<file path="src/rtl/mc_main_ctrl.sv">
// rtl/mc_main_ctrl.sv - multi-cycle main control FSM for the 8-bit RISC core
module mc_main_ctrl #(
  parameter int CNT_W = 16
) (
  input  logic             clk,
  input  logic             rst,
  input  logic [5:0]       opcode,
  input  logic             mem_ready,
  output logic [1:0]       alu_op,
  output logic             alu_src_a,
  output logic [1:0]       alu_src_b,
  output logic [1:0]       pc_source,
  output logic             pc_write,
  output logic             pc_write_cond,
  output logic             iord,
  output logic             mem_read,
  output logic             mem_write,
  output logic             ir_write,
  output logic             reg_dst,
  output logic             mem_to_reg,
  output logic             reg_write,
  output logic             retire,
  output logic [CNT_W-1:0] instr_count,
  output logic             halted,
  output logic [3:0]       state
);

  typedef enum logic [3:0] {
    S_FETCH     = 4'd0,
    S_DECODE    = 4'd1,
    S_MEM_ADDR  = 4'd2,
    S_MEM_RD    = 4'd3,
    S_MEM_WB    = 4'd4,
    S_MEM_WR    = 4'd5,
    S_R_EXEC    = 4'd6,
    S_R_WB      = 4'd7,
    S_BRANCH    = 4'd8,
    S_JUMP      = 4'd9,
    S_ADDI_EXEC = 4'd10,
    S_ADDI_WB   = 4'd11,
    S_ILLEGAL   = 4'd12
  } state_t;

  localparam logic [5:0] OP_RTYPE = 6'b000000;
  localparam logic [5:0] OP_LW    = 6'b100011;
  localparam logic [5:0] OP_SW    = 6'b101011;
  localparam logic [5:0] OP_BEQ   = 6'b000100;
  localparam logic [5:0] OP_J     = 6'b000010;
  localparam logic [5:0] OP_ADDI  = 6'b001000;

  state_t cur, nxt;

  always_ff @(posedge clk) begin
    if (rst) begin
      cur         <= S_FETCH;
      instr_count <= '0;
    end else begin
      cur <= nxt;
      if (retire) instr_count <= instr_count + CNT_W'(1);
    end
  end

  assign state = cur;

  always_comb begin
    nxt           = S_FETCH;
    alu_op        = 2'b00;
    alu_src_a     = 1'b0;
    alu_src_b     = 2'b00;
    pc_source     = 2'b00;
    pc_write      = 1'b0;
    pc_write_cond = 1'b0;
    iord          = 1'b0;
    mem_read      = 1'b0;
    mem_write     = 1'b0;
    ir_write      = 1'b0;
    reg_dst       = 1'b0;
    mem_to_reg    = 1'b0;
    reg_write     = 1'b0;
    retire        = 1'b0;
    halted        = 1'b0;
    case (cur)
      S_FETCH: begin
        mem_read  = 1'b1;
        alu_src_b = 2'b01;
        ir_write  = mem_ready;
        pc_write  = mem_ready;
        nxt       = mem_ready ? S_DECODE : S_FETCH;
      end
      S_DECODE: begin
        alu_src_b = 2'b10;
        case (opcode)
          OP_RTYPE:     nxt = S_R_EXEC;
          OP_LW, OP_SW: nxt = S_MEM_ADDR;
          OP_BEQ:       nxt = S_BRANCH;
          OP_J:         nxt = S_JUMP;
          OP_ADDI:      nxt = S_ADDI_EXEC;
          default:      nxt = S_ILLEGAL;
        endcase
      end
      S_MEM_ADDR: begin
        alu_src_a = 1'b1;
        alu_src_b = 2'b10;
        nxt       = (opcode == OP_LW) ? S_MEM_RD : S_MEM_WR;
      end
      S_MEM_RD: begin
        mem_read = 1'b1;
        iord     = 1'b1;
        nxt      = mem_ready ? S_MEM_WB : S_MEM_RD;
      end
      S_MEM_WB: begin
        reg_write  = 1'b1;
        mem_to_reg = 1'b1;
        retire     = 1'b1;
      end
      S_MEM_WR: begin
        mem_write = 1'b1;
        iord      = 1'b1;
        retire    = mem_ready;
        nxt       = mem_ready ? S_FETCH : S_MEM_WR;
      end
      S_R_EXEC: begin
        alu_src_a = 1'b1;
        alu_op    = 2'b10;
        nxt       = S_R_WB;
      end
      S_R_WB: begin
        reg_write = 1'b1;
        reg_dst   = 1'b1;
        retire    = 1'b1;
      end
      S_BRANCH: begin
        alu_src_a     = 1'b1;
        alu_op        = 2'b01;
        pc_write_cond = 1'b1;
        pc_source     = 2'b01;
        retire        = 1'b1;
      end
      S_JUMP: begin
        pc_write  = 1'b1;
        pc_source = 2'b10;
        retire    = 1'b1;
      end
      S_ADDI_EXEC: begin
        alu_src_a = 1'b1;
        alu_src_b = 2'b10;
        nxt       = S_ADDI_WB;
      end
      S_ADDI_WB: begin
        reg_write = 1'b1;
        retire    = 1'b1;
      end
      S_ILLEGAL: begin
        halted = 1'b1;
        nxt    = S_ILLEGAL;
      end
      default: nxt = S_FETCH;
    endcase
    // Reset masks every output so a half-finished instruction never retires.
    if (rst) begin
      alu_op        = 2'b00;
      alu_src_a     = 1'b0;
      alu_src_b     = 2'b00;
      pc_source     = 2'b00;
      pc_write      = 1'b0;
      pc_write_cond = 1'b0;
      iord          = 1'b0;
      mem_read      = 1'b0;
      mem_write     = 1'b0;
      ir_write      = 1'b0;
      reg_dst       = 1'b0;
      mem_to_reg    = 1'b0;
      reg_write     = 1'b0;
      retire        = 1'b0;
      halted        = 1'b0;
    end
  end

endmodule

</file>
<file path="config.mk">
export PLATFORM = sky130hd
export DESIGN_NAME = mc_main_ctrl
export DESIGN_NICKNAME = d
export VERILOG_FILES = /design/src/rtl/mc_main_ctrl.sv
export SDC_FILE = /design/constraint.sdc
export NUM_CORES = 1
export LEC_CHECK = 0
export BUFFER_PORTS_ARGS = -buffer_cell sky130_fd_sc_hd__buf_2
export CAP_MARGIN = 20
export CORE_UTILIZATION = 32
export DETAILED_ROUTE_END_ITERATION = 7
export PLACE_DENSITY = 0.6
export SLEW_MARGIN = 10
export SYNTH_ARGS = -nofsm -noshare
export SYNTH_HDL_FRONTEND = slang
export SYNTH_SLANG_ARGS = --single-unit
export TNS_END_PERCENT = 10
</file>
<file path="constraint.sdc">
create_clock -name clk -period 2.23 [get_ports clk]
set_clock_uncertainty 0.2 [all_clocks]
set_input_delay 0.1115 -clock clk [delete_from_list [all_inputs] [get_ports clk]]
set_output_delay 0.1115 -clock clk [all_outputs]
set_load 0.05 [all_outputs]
</file>
==> qor.yml <==
outcome:
  run_status: "complete, no violations"
logic_synthesis:
  dominantRegCellSynth: "sky130_fd_sc_hd__dfxtp_1"
  ys_seq_elements: 20
  synth.yosys.seq_area_share_pct: 27.92
  area_of_the_mapped_netlist_um2: 1434
  syn_area_per_cell_um2: 7.835
  synth-warning-count: 0
  synthCells: 183
  synth_top_area_cell: "sky130_fd_sc_hd__dfxtp_1"
  async_reset_ff_share_pct: 0
  yosysTopAreaCellShare_pct: 27.92
  synth_top_cells_by_area: "sky130_fd_sc_hd__dfxtp_1 28%, sky130_fd_sc_hd__a21oi_1 6.6%, sky130_fd_sc_hd__o31ai_1 6.3%"
  yosys.cell_types.count: 50
  post_synth_edffs: 0
  synth.net_count: 193
global_routing:
  globalRouteMet1Util_pct: 21.94
  busiest_layer: "met2"
  gr-usage-met2_pct: 22.69
  grt.met3_usage_pct: 3.454
  wire_length_of_the_first_global_routing_pass_mm: 5.589
  global_route.usage.total_pct: 15.38
  grt_remaining_overflow: 0
  first_global_vias: 1216
  grt_start_max_net_pins: 30
  grt_antenna_before_repair: 0
hold_path:
  holdPathStages: 3
  hp-class: "input port to flop"
timing:
  fin_crit_ns: 2.127
  timing.final.crit_share_pct: 95.37
  worst_slew_pin_slew_ns: 0.4624
  timing.fmax_mhz: 470.2
  timing_max_transition_violations_final: 0
  rsz0062_at_grt: "false"
  tightest_slew_margin_relative_to_the_limit_pct: 68.91
  finalSetupViolCount: 0
  report.final.hold_viol_count: 0
  final_critical_path_setup_slack_ns: 0.1033
clock_tree:
  cts.reportedPaths.clkPinSlew_ns: 0.07
  clock_insertion_delay_worst_skew_ns: 0.26
  tritoncts: "yes"
  clock-root-buffer: "sky130_fd_sc_hd__clkbuf_8"
  cts-root-to-sink-buffers: 2
  cts-hold-fix-buffers: 0
  postCtsSetupBuffers: 0
  clock-sinks: 20
  numCtsBuffers: 3
  h_tree_levels: 1
placed_design:
  place_hpwl_mm: 2.641
  worst_slack_at_placement_ns: 0.2467
  globalplace.congestion: 0.8101
  port-buffer-count: 46
  dpl-instance-area_um2: 1735
flow_run:
  max-cap-violations: 0
worst_setup_path:
  setup.worst_path.class: "flop to output port"
  startpoint_type: "flop"
  critical_path_peak_fanout: 10
  worst_r2r_path_depth: 5
  critical_path_required_ns: 1.92
  data_arrival_time_of_the_worst_path_ns: 1.82
  end_kind: "output port"
floorplanning:
  dieWidth_um: 68.94
  boundaryPins: 47
  start_util_pct: 34.60
  die_h_um: 68.94
  fp.coreArea_um2: 4144
  die_area_um2: 4753
  core.rowCount: 23
finish:
  final_net_count: 237
  final_layout_size_suffix_gt1_share_pct: 34.96
  area_growth_pct: 25.13
  antennaDiodeCount: 0
  final_design_area_no_fill_um2: 1794
drt:
  drc: 0
  viasPerCell: 5.178
  drtPass1Iterations: 4
  drtIter0Drc: 95
  finalWirelength_mm: 3.537
  drt.antenna.violating_nets: 0
  route.detailed.wl_per_inst_um: 12.82
  route.vias.total: 1429
power_and_ir_drop:
  p_total_mw: 0.9845
  clock_power_share_pct: 28.4
  internal-power_mw: 0.6200
  cellLeakagePower_nw: 0.7077
  power_density_relative_to_cell_area_nw_per_um2: 548.7
  switching_power_mw: 0.3644
  seqPwrFrac_pct: 39.1
  power_frac_comb_pct: 32.5
  swShare_pct: 37.02
  ir_worst_vdd_uv: 302.3
-- flip-flops by register name (all words and copies together) (netlist names) --
signal       flops
instr_count     16
state            4
-- critical path, cell delays in order (launching register included) --
cell and delay, ns:
sky130_fd_sc_hd__dfxtp_1 0.33, sky130_fd_sc_hd__buf_4 0.17, sky130_fd_sc_hd__or3_1 0.46, sky130_fd_sc_hd__nor2_4 0.14, sky130_fd_sc_hd__and2_2 0.15, sky130_fd_sc_hd__or2_1 0.09
sky130_fd_sc_hd__clkbuf_4 0.22
-- timing repair --
| item | in CTS | in global routing |
|---|---|---|
| setup endpoints to repair | 1 | 1 |
| pin swaps | 0 | 0 |
| gates resized for setup | 1 | 1 |
| endpoints found under the hold margin | 0 | 0 |
-- cells in the final DEF (no fill, tap or decap), drive strengths merged --
cell	instances
o32a	1
clkbuf	5
or2	2
nor4	3
ha	1
nor3	12
inv	6
a21oi	21
a211oi	2
or3b	3
nor2b	2
mux2	2
buf	55
nand3	4
a31oi	3
nand3b	1
nand4	3
nor4b	1
or4	11
and2	5
nor2	12
o22a	1
o21bai	2
o21a	2
nand2b	7
a21boi	1
o21ai	6
nor3b	1
xnor2	1
and4	2
dfxtp	20
a2111oi	1
nand2	9
o31ai	12
or3	4
and3	1
a2111o	1
-- metrics by stage --
stage / utilization (%) / hold slack (ns) / std cells / setup TNS, ns
finish: 43.30 / 0.01562 / 276 / 0
global route: 43.30 / 0.06170 / 276 / 0
CTS: 43.24 / 0.002865 / 276 / 0
detailed placement: 41.88 / 0.2806 / 272 / 0
global placement: 41.88 / 0.2815 / 272 / 0
floorplan: - / 0.1114 / 183 / -2.354
-- synth_stat cells (3+ instances only) --
library cell	instances
sky130_fd_sc_hd__a21oi_1	19
sky130_fd_sc_hd__a31oi_1	3
sky130_fd_sc_hd__and2_1	5
sky130_fd_sc_hd__buf_2	3
sky130_fd_sc_hd__buf_4	3
sky130_fd_sc_hd__buf_6	3
sky130_fd_sc_hd__clkbuf_1	6
sky130_fd_sc_hd__dfxtp_1	20
sky130_fd_sc_hd__inv_1	6
sky130_fd_sc_hd__nand2_1	8
sky130_fd_sc_hd__nand2b_1	6
sky130_fd_sc_hd__nand3_1	4
sky130_fd_sc_hd__nand4_1	3
sky130_fd_sc_hd__nor2_1	12
sky130_fd_sc_hd__nor3_1	11
sky130_fd_sc_hd__o21ai_0	3
sky130_fd_sc_hd__o21ai_1	3
sky130_fd_sc_hd__o31ai_1	12
sky130_fd_sc_hd__or3_1	4
sky130_fd_sc_hd__or4_1	11
-- metal layers --
metal  vias up  share of wire, %  wire length (um)
li1        773                 -                 -
met1       627                51              1802
met2        27                44              1567
met3         2               3.9               137
met4         0              0.82                29
met5         -                 0                 0
-- worst paths after layout --
check	start	endpoint	slack [ns]
setup / recovery	state[0]	pc_write	0.10
hold / removal	opcode[1]	state[0]	0.02
setup reg to reg	state[0]	instr_count[7]	0.30
hold reg to reg	instr_count[13]	instr_count[13]	0.29
-- logic make-up (layout without fill, tap and decap cells) --
family                   after synthesis  count (layout)  synth area share [%]
AO/OA/AOI/OAI                         53              53                 24.43
XOR/XNOR                               1               1                0.6109
adder cells (fa/ha/maj)                1               1                0.8725
buffers and inverters                 23              66                 9.423
flip-flops                            20              20                 27.92
multiplexers                           2               2                 2.094
AND/OR/NAND/NOR                       83              83                 34.64
-- power groups by stage --
stage               registers [mW]  clock network (mW)  logic [mW]
floorplan                    0.419                   0       0.237
global placement             0.392                   0       0.320
detailed placement           0.393                   0       0.319
CTS                          0.385               0.296       0.320
global route                 0.388               0.307       0.347
finish                       0.385               0.279       0.320
-- final cells by class --
| class | instances | area (um^2) |
|---|---|---|
| Fill cell | 436 | 2350 |
| Inverter | 6 | 22.52 |
| Timing Repair Buffer | 56 | 307.8 |
| Tap cell | 50 | 62.56 |
| Clock buffer | 4 | 55.05 |
| Multi-Input combinational cell | 140 | 944.7 |
| Sequential cell | 20 | 401.6 |
No activity file was read; power rests on OpenSTA's default activity.
